**config.mk**
```make
export PLATFORM = sky130hd
export DESIGN_NAME = alu_op_sequencer_flat
export DESIGN_NICKNAME = d
export VERILOG_FILES = /design/src/rtl/alu_op_sequencer_if.sv /design/src/rtl/alu_op_sequencer.sv /design/src/flat_wrapper.sv
export SDC_FILE = /design/constraint.sdc
export NUM_CORES = 1
export LEC_CHECK = 0
export ABC_AREA = 1
export CAP_MARGIN = 5
export CORE_MARGIN = 3
export CORE_UTILIZATION = 59
export DETAILED_ROUTE_END_ITERATION = 10
export GPL_TIMING_DRIVEN = 1
export PLACE_DENSITY_LB_ADDON = 0.15
export SKIP_CTS_REPAIR_TIMING = 1
export SYNTH_ARGS = -nofsm -noshare
export SYNTH_HDL_FRONTEND = slang
export SYNTH_SLANG_ARGS = --single-unit
```
**constraint.sdc**
```tcl
create_clock -name clk_i -period 7.47 [get_ports clk_i]
set_clock_uncertainty 0.15 [all_clocks]
set_input_delay 1.494 -clock clk_i [delete_from_list [all_inputs] [get_ports clk_i]]
set_output_delay 1.494 -clock clk_i [all_outputs]
set_load 0.01 [all_outputs]
```
**src/rtl/alu_op_sequencer_if.sv**
```systemverilog
// Command, ALU-drive and response bundle of the ALU operand sequencer.
// The master modport is the sequencer; slave is the command source, ALU and response sink.
interface alu_op_sequencer_if #(
    parameter int unsigned WIDTH = 16
);
    logic             cmd_valid;
    logic             cmd_ready;
    logic             cmd_mode;
    logic [3:0]       cmd_select;
    logic             cmd_carry;
    logic [WIDTH-1:0] cmd_a;
    logic [WIDTH-1:0] cmd_b;
`ifdef ALU_SEQ_CHAIN_EN
    logic             cmd_chain;
`endif

    logic [WIDTH-1:0] alu_in_a;
    logic [WIDTH-1:0] alu_in_b;
    logic [3:0]       alu_select;
    logic             alu_mode;
    logic             alu_carry_in;
    logic [WIDTH-1:0] alu_result;
    logic             alu_carry;
    logic             alu_compare;

    logic             rsp_valid;
    logic             rsp_ready;
    logic [WIDTH-1:0] rsp_data;
    logic             rsp_carry;
    logic             rsp_compare;

    modport master (
        input  cmd_valid, cmd_mode, cmd_select, cmd_carry, cmd_a, cmd_b,
`ifdef ALU_SEQ_CHAIN_EN
        input  cmd_chain,
`endif
        output cmd_ready,
        output alu_in_a, alu_in_b, alu_select, alu_mode, alu_carry_in,
        input  alu_result, alu_carry, alu_compare,
        output rsp_valid, rsp_data, rsp_carry, rsp_compare,
        input  rsp_ready
    );

    modport slave (
        output cmd_valid, cmd_mode, cmd_select, cmd_carry, cmd_a, cmd_b,
`ifdef ALU_SEQ_CHAIN_EN
        output cmd_chain,
`endif
        input  cmd_ready,
        input  alu_in_a, alu_in_b, alu_select, alu_mode, alu_carry_in,
        output alu_result, alu_carry, alu_compare,
        input  rsp_valid, rsp_data, rsp_carry, rsp_compare,
        output rsp_ready
    );
endinterface

```
**src/rtl/alu_op_sequencer.sv**
```systemverilog
// Queues ALU commands, drives one at a time onto the ALU for a settle window and returns results in order.
// Optional ALU_SEQ_CHAIN_EN: cmd_chain substitutes the last captured result for operand A.
module alu_op_sequencer #(
    parameter int unsigned WIDTH         = 16,
    parameter int unsigned SETTLE_CYCLES = 1,
    parameter int unsigned FIFO_DEPTH    = 4
) (
    input  logic               clk_i,
    input  logic               rst_i,
    alu_op_sequencer_if.master bus,
    output logic               busy_o
);
    localparam int unsigned PTR_W  = $clog2(FIFO_DEPTH);
    localparam int unsigned FCNT_W = PTR_W + 1;
    localparam int unsigned CNT_W  = $clog2(SETTLE_CYCLES + 1);

    typedef enum logic [1:0] {
        IDLE    = 2'd0,
        DRIVE   = 2'd1,
        RESPOND = 2'd2
    } state_e;

    typedef struct packed {
`ifdef ALU_SEQ_CHAIN_EN
        logic             chain;
`endif
        logic             mode;
        logic [3:0]       select;
        logic             carry;
        logic [WIDTH-1:0] a;
        logic [WIDTH-1:0] b;
    } cmd_t;

    cmd_t              fifo_q [FIFO_DEPTH];
    logic [PTR_W-1:0]  wr_ptr_q, wr_ptr_d;
    logic [PTR_W-1:0]  rd_ptr_q, rd_ptr_d;
    logic [FCNT_W-1:0] count_q, count_d;
    cmd_t              cmd_in;
    cmd_t              head;
    logic              push, pop, full, empty;

    state_e            state_q;
    logic [CNT_W-1:0]  cnt_q;
    logic [WIDTH-1:0]  alu_a_q, alu_b_q;
    logic [3:0]        alu_sel_q;
    logic              alu_mode_q, alu_cin_q;
    logic              rsp_valid_q;
    logic [WIDTH-1:0]  rsp_data_q;
    logic              rsp_carry_q, rsp_compare_q;
    logic [WIDTH-1:0]  op_a;

    always_comb begin
        cmd_in        = '0;
`ifdef ALU_SEQ_CHAIN_EN
        cmd_in.chain  = bus.cmd_chain;
`endif
        cmd_in.mode   = bus.cmd_mode;
        cmd_in.select = bus.cmd_select;
        cmd_in.carry  = bus.cmd_carry;
        cmd_in.a      = bus.cmd_a;
        cmd_in.b      = bus.cmd_b;
    end

    assign full          = (count_q == FCNT_W'(FIFO_DEPTH));
    assign empty         = (count_q == '0);
    assign bus.cmd_ready = !full && !rst_i;
    assign push          = bus.cmd_valid && bus.cmd_ready;
    assign pop           = (state_q == IDLE) && !empty;
    assign head          = fifo_q[rd_ptr_q];

    // Queue pointer/occupancy update; pointers wrap naturally at a power-of-two depth.
    always_comb begin
        wr_ptr_d = wr_ptr_q;
        rd_ptr_d = rd_ptr_q;
        count_d  = count_q;
        if (push) wr_ptr_d = wr_ptr_q + PTR_W'(1);
        if (pop)  rd_ptr_d = rd_ptr_q + PTR_W'(1);
        case ({push, pop})
            2'b10:   count_d = count_q + FCNT_W'(1);
            2'b01:   count_d = count_q - FCNT_W'(1);
            default: count_d = count_q;
        endcase
    end

    always_ff @(posedge clk_i) begin
        if (rst_i) begin
            wr_ptr_q <= '0;
            rd_ptr_q <= '0;
            count_q  <= '0;
        end else begin
            wr_ptr_q <= wr_ptr_d;
            rd_ptr_q <= rd_ptr_d;
            count_q  <= count_d;
        end
    end

    always_ff @(posedge clk_i) begin
        if (push) fifo_q[wr_ptr_q] <= cmd_in;
    end

`ifdef ALU_SEQ_CHAIN_EN
    assign op_a = head.chain ? rsp_data_q : head.a;
`else
    assign op_a = head.a;
`endif

    // Sequencer: load ALU inputs at pop, hold for the settle window, capture, wait for handshake.
    always_ff @(posedge clk_i) begin
        if (rst_i) begin
            state_q       <= IDLE;
            cnt_q         <= '0;
            alu_a_q       <= '0;
            alu_b_q       <= '0;
            alu_sel_q     <= '0;
            alu_mode_q    <= 1'b0;
            alu_cin_q     <= 1'b0;
            rsp_valid_q   <= 1'b0;
            rsp_data_q    <= '0;
            rsp_carry_q   <= 1'b0;
            rsp_compare_q <= 1'b0;
        end else begin
            case (state_q)
                IDLE: begin
                    if (!empty) begin
                        alu_a_q    <= op_a;
                        alu_b_q    <= head.b;
                        alu_sel_q  <= head.select;
                        alu_mode_q <= head.mode;
                        alu_cin_q  <= head.carry;
                        cnt_q      <= CNT_W'(SETTLE_CYCLES);
                        state_q    <= DRIVE;
                    end
                end
                DRIVE: begin
                    cnt_q <= cnt_q - CNT_W'(1);
                    if (cnt_q == CNT_W'(1)) begin
                        rsp_data_q    <= bus.alu_result;
                        rsp_carry_q   <= bus.alu_carry;
                        rsp_compare_q <= bus.alu_compare;
                        rsp_valid_q   <= 1'b1;
                        state_q       <= RESPOND;
                    end
                end
                RESPOND: begin
                    if (bus.rsp_ready) begin
                        rsp_valid_q <= 1'b0;
                        state_q     <= IDLE;
                    end
                end
                default: state_q <= IDLE;
            endcase
        end
    end

    assign bus.alu_in_a     = alu_a_q;
    assign bus.alu_in_b     = alu_b_q;
    assign bus.alu_select   = alu_sel_q;
    assign bus.alu_mode     = alu_mode_q;
    assign bus.alu_carry_in = alu_cin_q;
    assign bus.rsp_valid    = rsp_valid_q;
    assign bus.rsp_data     = rsp_data_q;
    assign bus.rsp_carry    = rsp_carry_q;
    assign bus.rsp_compare  = rsp_compare_q;
    assign busy_o           = (state_q != IDLE) || !empty;

endmodule
```
**src/flat_wrapper.sv**
```systemverilog
// flat-port wrapper written by rule: the top's interface ports become plain ports
module alu_op_sequencer_flat 
#(
    parameter int unsigned WIDTH         = 16,
    parameter int unsigned SETTLE_CYCLES = 1,
    parameter int unsigned FIFO_DEPTH    = 4
)
  (clk_i, rst_i, busy_o, bus_cmd_valid, bus_cmd_mode, bus_cmd_select, bus_cmd_carry, bus_cmd_a, bus_cmd_b, bus_cmd_ready, bus_alu_in_a, bus_alu_in_b, bus_alu_select, bus_alu_mode, bus_alu_carry_in, bus_alu_result, bus_alu_carry, bus_alu_compare, bus_rsp_valid, bus_rsp_data, bus_rsp_carry, bus_rsp_compare, bus_rsp_ready);
  alu_op_sequencer_if #(.WIDTH(WIDTH)) bus_i ();
  input  logic clk_i;
  input  logic rst_i;
  output logic busy_o;
  input wire logic [$bits(bus_i.cmd_valid)-1:0] bus_cmd_valid;
  input wire logic [$bits(bus_i.cmd_mode)-1:0] bus_cmd_mode;
  input wire logic [$bits(bus_i.cmd_select)-1:0] bus_cmd_select;
  input wire logic [$bits(bus_i.cmd_carry)-1:0] bus_cmd_carry;
  input wire logic [$bits(bus_i.cmd_a)-1:0] bus_cmd_a;
  input wire logic [$bits(bus_i.cmd_b)-1:0] bus_cmd_b;
  output wire logic [$bits(bus_i.cmd_ready)-1:0] bus_cmd_ready;
  output wire logic [$bits(bus_i.alu_in_a)-1:0] bus_alu_in_a;
  output wire logic [$bits(bus_i.alu_in_b)-1:0] bus_alu_in_b;
  output wire logic [$bits(bus_i.alu_select)-1:0] bus_alu_select;
  output wire logic [$bits(bus_i.alu_mode)-1:0] bus_alu_mode;
  output wire logic [$bits(bus_i.alu_carry_in)-1:0] bus_alu_carry_in;
  input wire logic [$bits(bus_i.alu_result)-1:0] bus_alu_result;
  input wire logic [$bits(bus_i.alu_carry)-1:0] bus_alu_carry;
  input wire logic [$bits(bus_i.alu_compare)-1:0] bus_alu_compare;
  output wire logic [$bits(bus_i.rsp_valid)-1:0] bus_rsp_valid;
  output wire logic [$bits(bus_i.rsp_data)-1:0] bus_rsp_data;
  output wire logic [$bits(bus_i.rsp_carry)-1:0] bus_rsp_carry;
  output wire logic [$bits(bus_i.rsp_compare)-1:0] bus_rsp_compare;
  input wire logic [$bits(bus_i.rsp_ready)-1:0] bus_rsp_ready;
  assign bus_i.cmd_valid = bus_cmd_valid;
  assign bus_i.cmd_mode = bus_cmd_mode;
  assign bus_i.cmd_select = bus_cmd_select;
  assign bus_i.cmd_carry = bus_cmd_carry;
  assign bus_i.cmd_a = bus_cmd_a;
  assign bus_i.cmd_b = bus_cmd_b;
  assign bus_cmd_ready = bus_i.cmd_ready;
  assign bus_alu_in_a = bus_i.alu_in_a;
  assign bus_alu_in_b = bus_i.alu_in_b;
  assign bus_alu_select = bus_i.alu_select;
  assign bus_alu_mode = bus_i.alu_mode;
  assign bus_alu_carry_in = bus_i.alu_carry_in;
  assign bus_i.alu_result = bus_alu_result;
  assign bus_i.alu_carry = bus_alu_carry;
  assign bus_i.alu_compare = bus_alu_compare;
  assign bus_rsp_valid = bus_i.rsp_valid;
  assign bus_rsp_data = bus_i.rsp_data;
  assign bus_rsp_carry = bus_i.rsp_carry;
  assign bus_rsp_compare = bus_i.rsp_compare;
  assign bus_i.rsp_ready = bus_rsp_ready;
  alu_op_sequencer #(.WIDTH(WIDTH), .SETTLE_CYCLES(SETTLE_CYCLES), .FIFO_DEPTH(FIFO_DEPTH)) u_core (.clk_i(clk_i), .rst_i(rst_i), .bus(bus_i), .busy_o(busy_o));
endmodule
```
==> Word level (Yosys, flattened, before mapping) <==
Memories as Yosys holds them, arrays and structs flattened. A register that Yosys moved wholly into a read port is not among the register bits.
Cells that the tools add are included.
{ "op_classes": {"add_sub_neg": 5, "n_eq_ne": 8, "n_mux": 12, "bitwise_logic": 1, "n_reduce_logical": 18} }
{ "ops": {"columns": ["operator", "count"], "rows": [
  ["$reduce_bool A2 Y1", 4],
  ["$mux W2", 3],
  ["$pmux W2 S3", 1],
  ["$pmux W3 S2", 1],
  ["$reduce_and A2 Y1", 3],
  ["$reduce_and A3 Y1", 2],
  ["$mux W1", 5],
  ["$add A2 B1 Y2 const B", 2],
  ["$eq A2 B1 Y1 const B", 2],
  ["$eq A2 B2 Y1 const B", 2],
  ["$ne A2 B2 Y1 const B", 2],
  ["$pmux W1 S2", 2],
  ["$add A3 B1 Y3 const B", 1],
  ["$eq A3 B3 Y1 const B", 1],
  ["$logic_and A1 B1 Y1", 3],
  ["$logic_not A1 Y1", 3],
  ["$logic_not A3 Y1", 1],
  ["$sub A3 B1 Y3 const B", 1],
  ["$logic_not A2 Y1", 1],
  ["$ne A2 B1 Y1 const B", 1],
  ["$logic_or A1 B1 Y1", 1],
  ["$not A1 Y1", 1],
  ["$sub A1 B1 Y1 const B", 1]
]} }
{ "word_totals": {"reg_bits": 29, "ram_bits": 152, "input_bits": 60, "output_inout_bits": 59, "wordCells": 54, "n_memories": 1} }
{ "mem_list": {"columns": ["memory", "depth", "word_bits", "rd", "rd_ports_with_merged_regs", "write_ports", "line", "text"], "rows": [
  ["u_core.fifo_q", 4, 38, 1, 1, 1, "alu_op_sequencer.sv:34", "cmd_t fifo_q [FIFO_DEPTH];"]
]} }

==> Logic depth before layout (Yosys ltp) <==
{ "depth": {"ltp_word": 6, "ltp_mapped": 13, "mapped_depth_nobuf": 13} }

==> Worst setup path before layout <==
No wires, ideal clock.
{ "synth_timing": {"kind": "in2reg", "from": "input port rst_i", "to": "memory u_core.fifo_q[0][0] in the netlist's numbering (enable)", "setup_time_ps": 433, "arrival_ps": 3574, "t_required_ps": 6887, "setup_slack_ps": 3312, "cell_stages": 4, "n_path_buf": 1, "cell_sequence": "buf_2 > inv_2 > nand3_1 > nor2_1"} }
{ "synth_between": {"elab_chain_cells": 5} }
{ "synth_lines": {"columns": ["element", "line", "text"], "rows": [
  ["from (decl)", "flat_wrapper.sv:11", "input logic rst_i;"],
  ["$logic_not A1 Y1", "alu_op_sequencer.sv:66", "assign bus.cmd_ready = !full && !rst_i;"],
  ["$logic_and A1 B1 Y1", "alu_op_sequencer.sv:66", null],
  ["$logic_and A1 B1 Y1", "alu_op_sequencer.sv:67", "assign push = bus.cmd_valid && bus.cmd_ready;"],
  ["$mux W1", "alu_op_sequencer.sv:98", "if (push) fifo_q[wr_ptr_q] <= cmd_in;"],
  ["$mux W1 (not written as such)", "alu_op_sequencer.sv:98", null],
  ["to (decl)", "alu_op_sequencer.sv:34", null]
]} }
Every way passes these cells.

==> Final worst setup path <==
{ "layout_timing": {"from": "input port rst_i", "to": "output port bus_cmd_ready"} }
{ "layout_between": {"elab_chain_cells": 2} }
{ "layout_lines": {"columns": ["element", "line", "text"], "rows": [
  ["$logic_not A1 Y1", "alu_op_sequencer.sv:66", null],
  ["$logic_and A1 B1 Y1", "alu_op_sequencer.sv:66", null],
  ["to (decl)", "flat_wrapper.sv:19", "output wire logic [$bits(bus_i.cmd_ready)-1:0] bus_cmd_ready;"]
]} }
Every way passes these cells.

==> results.sh <==
export IMPL_finalHoldViolCount=0
export IMPL_slew_viol_final=0
export IMPL_critPathCaptureType="primary output"
export IMPL_slew_headroom_pct=17.6
export IMPL_io_buffer_count=118
export IMPL_detail_route_drc_violations=0
export IMPL_grt_busiest_layer="met2"
export IMPL_num_antenna_cells=0
export IMPL_die_y_um=131
export IMPL_die_area_um2=17200
export IMPL_cts_num_sinks=219
export IMPL_timing_setup_critical_path_class="in2out"
export IMPL_final_layout_size_suffix_gt1_share_pct=4.02
export IMPL_grt_max_degree=81
export IMPL_final_setup_tns_ns=0
export IMPL_nets=1170
export IMPL_crit_arrival_ns=2.88
export IMPL_clk_pin_slew_ns=0.06
export IMPL_fmax_mhz=221
export IMPL_htreeDepth=1
export IMPL_wl_per_cell_um=13.7
export IMPL_period_share_pct=60.6
export IMPL_antenna_found_initial=0
export IMPL_grt_pass1_vias=6090
export IMPL_rows=45
export IMPL_synthCells=1004
export IMPL_synth_yosys_seq_area_share_pct=63.9
export IMPL_hold_ws_ns=0.310
export IMPL_cts_tree="built"
export IMPL_synth_nets=1070
export IMPL_crit_required_ns=5.83
export IMPL_met1_usage_pct=26.3
export IMPL_insertion_delay_ns=0.50
export IMPL_cts_made_buffers=22
export IMPL_drv_cap=0
export IMPL_grt_util_all_layers_pct=20.6
export IMPL_post_route_min_period_ns=4.53
export IMPL_ant_nets=0
export IMPL_yosysUniqueCellTypes=21
export IMPL_place_hpwl_um=10800
export IMPL_synth_edf_count=152
export IMPL_grt_ovfl_total=0
export IMPL_dieWidth_um=131
export IMPL_rsz0062_at_grt="false"
export IMPL_yosysTopAreaCell="edfxtp_1"
export IMPL_clockBufferDepth=3
export IMPL_grt_met2_usage_pct=37.2
export IMPL_async_flop_share_pct=0
export IMPL_wl_um=18200
export IMPL_routed_via_density=4.84
export IMPL_synth_area_per_cell_um2=9.20
export IMPL_first_pass_iters=4
export IMPL_root_buffer="clkbuf_16"
export IMPL_yosysWarnings=0
export IMPL_n_fill_cell=1166
export IMPL_area_growth_pct=20.2
export IMPL_synth_top_area_share_pct=49.4
export IMPL_initial_core_util_pct=60.5
export IMPL_synthFlopType="edfxtp_1"
export IMPL_setup_viol=0
export IMPL_powerDensity_nw_per_um2=330
export IMPL_synth_area_leaders="edfxtp_1 49%, dfxtp_1 15%, nand2_1 12%, inv_1 8.4%, nand3_1 5.5%"
export IMPL_status="completed"
export IMPL_finalNonFillerCells=1331
export IMPL_seq_area_um2=5910
export IMPL_dp_cells=1291
export IMPL_drtIter0Drc=414
export IMPL_tightest_slew_ns=1.23
export IMPL_hold_class="reg2reg"
export IMPL_grt_use_met3_pct=3.37
export IMPL_ir_worst_vdd_mv=0.226
export IMPL_coreArea_um2=15300
export IMPL_ys_ff_latch=219
export IMPL_critical_path_startpoint_type="input pin"
export IMPL_via_count=6439
export IMPL_globalplace_congestion=0.713
export IMPL_multi_input_area_um2=2260
export IMPL_ios=119
export IMPL_leakage_nw=4.88
export IMPL_grt_pass1_wl_um=29300
export IMPL_cp_max_fo=25
export IMPL_synth_area_um2=9240
## layout by cell type, fill, tap and decap left out
cell             Yosys  layout
ha_1                 5       5
nor2_1              85      81
a21oi_1             26      26
o21ai_0              4       4
bufinv_16            0       1
clkinv_2             0       1
buf_4                8       5
nor2_2               2       2
nor2_4               1       5
clkinvlp_2           0       1
edfxtp_1           152     152
nand2_1            301     301
nand3b_1             1       1
inv_4                1       1
nand4_1              1       1
clkinv_1             0       5
clkbuf_1             7       9
nand3_1            101     101
dfxtp_1             67      65
inv_1              206     205
dfxtp_2              0       2
clkbuf_16            0      23
inv_2                2       3
nand2_2              1       1
fa_1                 1       1
clkdlybuf4s50_1      0     118
## power breakdown
| part | leakage (nW) | switching (mW) | internal (mW) | total (mW) |
|---|---|---|---|---|
| registers | 1.93 | 0.104 | 1.44 | 1.55 |
| clock network | 0.320 | 0.424 | 0.599 | 1.02 |
| logic | 2.63 | 0.666 | 0.434 | 1.10 |
## synth_stat cells (2+ instances only)
library cell / number
clkbuf_1: 7
dfxtp_1: 67
buf_6: 11
edfxtp_1: 152
a21oi_1: 26
o21ai_0: 4
nor2_2: 2
buf_4: 8
nor2_1: 85
nand3_1: 101
inv_2: 2
buf_2: 21
nand2_1: 301
ha_1: 5
inv_1: 206
## routing by layer
layer / vias to the layer above / share of wire, %
met5: - / 0
met4: 0 / 1.9
met3: 30 / 5.2
met2: 162 / 51
met1: 2970 / 42
li1: 3277 / -
## logic make-up (layout without fill, tap and decap cells)
logic type	Yosys count	after routing	synth area share, %
buffers and inverters	256	372	11.9
flip-flops	219	219	63.9
AND/OR/NAND/NOR	493	493	21.6
adder cells (fa/ha/maj)	6	6	0.894
AO/OA/AOI/OAI	30	30	1.63
## path summary, 6_finish.rpt
| kind | startpoint | to | slack, ns | depth (start not counted) |
|---|---|---|---|---|
| hold / removal | u_core.bus.rsp_data[6]$_SDFFE_PP0P_ | u_core.bus.rsp_data[6]$_SDFFE_PP0P_ | 0.31 | 2 |
| hold reg to reg | u_core.bus.rsp_data[6]$_SDFFE_PP0P_ | u_core.bus.rsp_data[6]$_SDFFE_PP0P_ | 0.31 | 2 |
| setup reg to reg | u_core.count_q[1]$_SDFFE_PP0P_ | u_core.fifo_q[1][26]$_DFFE_PP_ | 4.89 | 5 |
| setup / recovery | rst_i | bus_cmd_ready | 2.94 | 4 |
## layout make-up
class	count	share of cell area [%]
inverter	209	7.09
tap	211	2.38
clock buffer	32	5.49
timing repair buffer	123	11.0
sequential	219	53.2
multi-input combinational	529	20.4
clock inverter	8	0.529
## through the flow
stage / setup WS, ns / total power [mW] / util, % / area, um2
after global placement: 2.45 / 2.65 / 68.4 / 10400
after floorplan: 3.31 / 2.36 / - / 9240
after detailed placement: 2.39 / 2.68 / 68.4 / 10400
after global routing: 2.64 / 3.89 / 72.8 / 11100
final: 2.94 / 3.67 / 72.8 / 11100
after CTS: 2.90 / 3.71 / 72.8 / 11100
## flip-flops by register name (all words and copies together) (netlist names), 2 cells and up
name                   cells
u_core.bus.alu_in_a       16
u_core.bus.alu_in_b       16
u_core.bus.alu_select      4
u_core.bus.rsp_data       16
u_core.count_q             3
u_core.fifo_q            152
u_core.rd_ptr_q            2
u_core.state_q             2
u_core.wr_ptr_q            2
## worst max-delay path: stages
cell and delay [ns]:
clkdlybuf4s50_1 0.40, buf_4 0.22, a21oi_1 0.19, clkdlybuf4s50_1 0.58
Note: power is estimated with default switching activity, not from simulation.
